--- src/rtl/ysyx_23060184_csr_exu.sv ---
// CSR execution unit: sequences Zicsr read-modify-write ops and ECALL/MRET
// into one-cycle strobes on the CSR file port, then hands the old CSR value
// and any PC redirect to writeback over a valid/ready handshake.
module ysyx_23060184_csr_exu #(
  parameter int DATA_WIDTH = 32,
  parameter int CSR_AW     = 10
) (
  input  logic                  clk,
  input  logic                  rstn,
  input  logic                  in_valid,
  output logic                  in_ready,
  input  logic [2:0]            in_funct3,
  input  logic                  in_mret,
  input  logic [11:0]           in_csr,
  input  logic [4:0]            in_rs1_idx,
  input  logic [DATA_WIDTH-1:0] in_rs1_data,
  input  logic [DATA_WIDTH-1:0] in_pc,
  output logic [CSR_AW-1:0]     csr_raddr,
  input  logic [DATA_WIDTH-1:0] csr_rdata,
  output logic [CSR_AW-1:0]     csr_waddr,
  output logic [DATA_WIDTH-1:0] csr_wdata,
  output logic                  csr_wen,
  output logic                  csr_ecall,
  output logic                  csr_mret,
  output logic [DATA_WIDTH-1:0] csr_pc,
  output logic                  out_valid,
  input  logic                  out_ready,
  output logic [DATA_WIDTH-1:0] out_rd_data,
  output logic                  out_redirect,
  output logic [DATA_WIDTH-1:0] out_next_pc,
  output logic                  out_illegal
);

  typedef enum logic [2:0] {IDLE, READ, WRITE, TRAP, RESP} state_e;

  state_e                state_q;
  logic [2:0]            funct3_q;
  logic                  is_mret_q;
  logic                  illegal_q;
  logic [4:0]            rs1_idx_q;
  logic [DATA_WIDTH-1:0] rs1_data_q;
  logic [CSR_AW-1:0]     addr_q;

  logic [CSR_AW-1:0]     raddr_q, waddr_q;
  logic [DATA_WIDTH-1:0] wdata_q, pc_q, rd_data_q, next_pc_q;
  logic                  wen_q, ecall_q, mret_q, valid_q, redirect_q, illegal_out_q;

  logic                  csr_legal;
  logic [DATA_WIDTH-1:0] src;
  logic [DATA_WIDTH-1:0] wdata_d;
  logic                  wen_d;

  // Decode request legality and the read-modify-write result
  always_comb begin
    csr_legal = (in_csr == 12'h300) || (in_csr == 12'h305) ||
                (in_csr == 12'h341) || (in_csr == 12'h342);
    src = funct3_q[2] ? {{(DATA_WIDTH-5){1'b0}}, rs1_idx_q} : rs1_data_q;
    wdata_d = src;
    case (funct3_q[1:0])
      2'b10:   wdata_d = csr_rdata | src;
      2'b11:   wdata_d = csr_rdata & ~src;
      default: wdata_d = src;
    endcase
    // set/clear forms with rs1=x0 must not write
    wen_d = !(funct3_q[1] && (rs1_idx_q == 5'd0));
  end

  // Control FSM with registered strobes and response outputs
  always_ff @(posedge clk or negedge rstn) begin
    if (!rstn) begin
      state_q       <= IDLE;
      funct3_q      <= '0;
      is_mret_q     <= 1'b0;
      illegal_q     <= 1'b0;
      rs1_idx_q     <= '0;
      rs1_data_q    <= '0;
      addr_q        <= '0;
      raddr_q       <= '0;
      waddr_q       <= '0;
      wdata_q       <= '0;
      pc_q          <= '0;
      rd_data_q     <= '0;
      next_pc_q     <= '0;
      wen_q         <= 1'b0;
      ecall_q       <= 1'b0;
      mret_q        <= 1'b0;
      valid_q       <= 1'b0;
      redirect_q    <= 1'b0;
      illegal_out_q <= 1'b0;
    end else begin
      wen_q   <= 1'b0;
      ecall_q <= 1'b0;
      mret_q  <= 1'b0;
      case (state_q)
        IDLE: begin
          if (in_valid) begin
            funct3_q      <= in_funct3;
            is_mret_q     <= (in_funct3 == 3'b000) && in_mret;
            illegal_q     <= (in_funct3 == 3'b100) ||
                             ((in_funct3 != 3'b000) && !csr_legal);
            rs1_idx_q     <= in_rs1_idx;
            rs1_data_q    <= in_rs1_data;
            addr_q        <= in_csr[CSR_AW-1:0];
            raddr_q       <= in_csr[CSR_AW-1:0];
            rd_data_q     <= '0;
            next_pc_q     <= '0;
            redirect_q    <= 1'b0;
            illegal_out_q <= 1'b0;
            if ((in_funct3 == 3'b000) && !in_mret) begin
              ecall_q <= 1'b1;
              pc_q    <= in_pc;
              wdata_q <= DATA_WIDTH'(11);
              state_q <= TRAP;
            end else begin
              mret_q  <= (in_funct3 == 3'b000) && in_mret;
              state_q <= READ;
            end
          end
        end
        READ: begin
          if (is_mret_q) begin
            next_pc_q  <= csr_rdata;
            redirect_q <= 1'b1;
            valid_q    <= 1'b1;
            state_q    <= RESP;
          end else if (illegal_q) begin
            illegal_out_q <= 1'b1;
            valid_q       <= 1'b1;
            state_q       <= RESP;
          end else begin
            waddr_q   <= addr_q;
            wdata_q   <= wdata_d;
            wen_q     <= wen_d;
            rd_data_q <= csr_rdata;
            state_q   <= WRITE;
          end
        end
        WRITE: begin
          valid_q <= 1'b1;
          state_q <= RESP;
        end
        TRAP: begin
          next_pc_q  <= csr_rdata;
          redirect_q <= 1'b1;
          valid_q    <= 1'b1;
          state_q    <= RESP;
        end
        RESP: begin
          if (out_ready) begin
            valid_q <= 1'b0;
            state_q <= IDLE;
          end
        end
        default: state_q <= IDLE;
      endcase
    end
  end

  assign in_ready     = (state_q == IDLE);
  assign csr_raddr    = raddr_q;
  assign csr_waddr    = waddr_q;
  assign csr_wdata    = wdata_q;
  assign csr_wen      = wen_q;
  assign csr_ecall    = ecall_q;
  assign csr_mret     = mret_q;
  assign csr_pc       = pc_q;
  assign out_valid    = valid_q;
  assign out_rd_data  = rd_data_q;
  assign out_redirect = redirect_q;
  assign out_next_pc  = next_pc_q;
  assign out_illegal  = illegal_out_q;

endmodule

--- config.mk ---
export PLATFORM = sky130hd
export DESIGN_NAME = ysyx_23060184_csr_exu
export DESIGN_NICKNAME = d
export VERILOG_FILES = /design/src/rtl/ysyx_23060184_csr_exu.sv
export SDC_FILE = /design/constraint.sdc
export NUM_CORES = 1
export LEC_CHECK = 0
export CAP_MARGIN = 20
export CORE_MARGIN = 5
export CORE_UTILIZATION = 43
export DETAILED_ROUTE_END_ITERATION = 12
export PLACE_DENSITY = 0.79
export SLEW_MARGIN = 0
export SYNTH_ARGS = -nofsm -noshare
export SYNTH_HDL_FRONTEND = slang
export SYNTH_SLANG_ARGS = --single-unit
--- constraint.sdc ---
create_clock -name clk -period 2.2 [get_ports clk]
set_clock_uncertainty 0.2 [all_clocks]
set_input_delay 0.44 -clock clk [delete_from_list [all_inputs] [get_ports clk]]
set_output_delay 0.44 -clock clk [all_outputs]
set_load 0.02 [all_outputs]
==> reports/results.md, run 1 <==
## Outcome
- finished clean — status

## CTS
- 420 ps — worst-skew pair later-pin latency
- 17 — number of buffers inserted during clock tree synthesis
- 199 — CTS Sinks
- 4 — depth of the CTS H-tree
- clkbuf_16 — Root Buffer
- 0 — buffers inserted during post-CTS setup optimization
- built — CTS tree
- 70 ps — clock transition at the registers of the reported paths
- 2 — deepest clock path buffer count

## Power and ir drop
- 0.813 mV — peak ir drop on the vdd network
- 6.31 nW — leakage power
- 1330 mW/mm^2 — power density cells
- 17.3 mW — total power

## Yosys
- 199 — synthesis-stage register bit count
- 0 — number of flops mapped to enable cells by yosys
- 839 — gate count of the mapped netlist
- 43 — number of distinct standard cells referenced by the synthesized netlist
- 0.00905 mm^2 — synthesized cell area
- 0 — warnings from Yosys
- 10.8 um^2 — syn avg cell area
- 100% — async set-or-reset flop fraction in the synthesized netlist
- 55.0% — sequential fraction of the synthesis area
- dfrtp_1 — Most used DFF post-synth
- 960 — Net Count, Synth

## Layout
- 1249 — post-layout net count
- clkdlybuf4s50_1 — most common library cell in the layout ignoring fill and taps
- 14.0% — share of post-route cells with drive strength above 1
- 0.0130 mm^2 — finished layout cell area
- clkdlybuf4s50_1 (273), nand2_1 (246), dfrtp_1 (198), mux2i_1 (102), inv_1 (68) — commonest non-fill, non-tap cells in the layout
- 0 — number of inserted diodes
- 1687 — Fillers
- 43.2% — area growth from synthesis to final layout

## Global route
- 74 — largest net degree at the start of global routing
- 0 — antenna violations before repair
- 0 — Remaining Overflow, GRT
- 7279 — vias in the first global route
- 20.9% — total track usage
- 40100 um — first-pass GRT wire length

## Hold path
- funct3_q[0] — hold-critical path endpoint
- 2 — Hold Crit Depth
- funct3_q[0] — launch point of the worst hold path
- reg2reg — path class of the lowest-slack min-delay path

## Floorplan
- 276 — Ports
- 43.3% — effective utilization at floorplan
- 0.0209 mm^2 — core region area
- 53 — standard-cell rows
- 0.0240 mm^2 — Die Footprint
- 155 um — width of the chip
- 155 um — Die Height

## Timing
- 0 ps — post-route setup TNS
- 0 — Final Max Tran Viols
- 62.4% — worst relative slew slack
- 0 — Final Hold Violating Endpoints
- 0 — final-report setup violation count
- 2110 ps — time the worst path needs with I/O delays and setup
- false — setup repair after global routing missed its margin
- 96.1% — fin crit share
- 563 ps — transition time at the pin with the least slew margin
- 473 MHz — Max Clk Rate

## Placed design
- 275 — count of buffers inserted at the top-level ports
- 18500 um — half-perimeter wire length after detailed placement
- 0.836 — weighted congestion at the end of routability-driven global placement
- 0.0124 mm^2 — cell area after placement

## Worst setup path
- 2310 ps — Req. time, crit path
- 19 — highest net fanout along the worst path
- reg2reg — WS Path Type
- 90 ps — register-to-register path setup slack
- csr_pc[30] — destination of the worst register-to-register timing path
- flip-flop — CP Launch Type
- 2220 ps — critical path data arrival time
- 4 — reg2reg path depth
- state_q[0] — origin of the critical flop-to-flop path
- flip-flop — endpoint class of the critical path

## Drt
- 4 — first-pass iteration count of the detailed router
- 293 — DRC violation total after the first TritonRoute iteration
- 0 — DRC violations left
- 0 — remaining antenna violation count after routing
- 17.8 um — WL/cell
- 6917 — vias after detailed routing
- 25200 um — final WL
- 4.88 — number of vias per cell

## Flow run
- 0 — number of max-capacitance violations reported

-- power breakdown --
group | switching [mW] | internal, mW | leakage, nW
registers | 0.869 | 5.16 | 2.56
logic | 4.18 | 4.13 | 3.49
clock network | 1.47 | 1.48 | 0.260
-- stage by stage --
stage	hold WS (ps)	setup WS [ps]	instances	util, %
after floorplan	-55.6	154	839	-
final	272	85.2	1416	62.0
after global placement	234	-319	1383	59.3
after CTS	276	7.27	1416	62.0
after detailed placement	235	-379	1383	59.3
after global routing	291	34.9	1416	62.0
-- timing repair --
action | CTS | global route
hold endpoints to repair | 42 | 0
setup endpoints to repair | 1 | 14
hold buffers | 1 | 0
resized for setup | 2 | 3
-- synthesized netlist by cell type (all sizes together) (3+ instances only) --
cell type / number / area [um^2]
clkbuf: 27 / 103
nor3: 3 / 15.0
inv: 69 / 259
buf: 24 / 198
nor2: 4 / 31.3
mux2: 75 / 957
a21oi: 5 / 28.8
nand2: 246 / 923
dfrtp: 199 / 4980
o21ai: 32 / 160
nor4: 4 / 25.0
nand2b: 27 / 169
mux2i: 102 / 1020
-- layout make-up --
class | instances | area [um^2] | share of cell area, %
sequential | 199 | 4980 | 38.4
timing repair buffer | 321 | 3290 | 25.4
clock inverter | 14 | 120 | 0.927
tap | 275 | 344 | 2.66
inverter | 69 | 259 | 2.00
clock buffer | 18 | 429 | 3.31
multi-input combinational | 520 | 3530 | 27.3
-- registers in the layout (all words and copies together), names as in the netlist, 3 cells and up --
signal       flops
out_rd_data     32
rs1_idx_q        5
out_next_pc     32
csr_wdata       32
funct3_q         3
csr_pc          32
rs1_data_q      32
csr_waddr       10
state_q          3
csr_raddr       10
-- critical path, stage by stage, from the launching register on --
cell     delay, ps
dfrtp_2        450
or4b_4         590
nor2_8         200
buf_12         210
mux2_2         350
-- kinds of logic (layout without fill, tap and decap cells) --
group | count (synthesis) | in the layout | synth area share (%)
xor gates and xnor gates | 1 | 1 | 0.0968
AOI/OAI and AO/OA | 48 | 48 | 3.06
muxes | 177 | 177 | 21.9
DFF | 199 | 199 | 55.0
and+or+nand+nor | 294 | 294 | 13.7
buffers and inverters | 120 | 422 | 6.18
-- how the worst max path moves through the flow --
stage	startpoint	to	slack (ps)	depth (start not counted)
CTS	state_q[1]	in_ready	7	3
global route	out_illegal	out_illegal	30	1
finish	state_q[0]	csr_pc[30]	90	4
floorplan	state_q[2]	csr_pc[0]	150	6
global placement	in_valid	csr_wdata[12]	-320	5
detailed placement	in_valid	csr_wdata[17]	-380	5
-- metal layers --
| metal | vias up | GRT usage, % | routed length, um |
|---|---|---|---|
| li1 | 3291 | - | - |
| met3 | 16 | 6.90 | 2040 |
| met2 | 208 | 35.0 | 12200 |
| met4 | 0 | 3.66 | 215 |
| met1 | 3402 | 27.0 | 10800 |
| met5 | - | 0 | 0 |
No activity file was read; power rests on OpenSTA's default activity.
==> run 2, diff against run 1 <==
GPL_ROUTABILITY_DRIVEN = 0   (was not set)
==> results of run 2 <==
Final layout, timing and power as in run 1 (identical DEF).
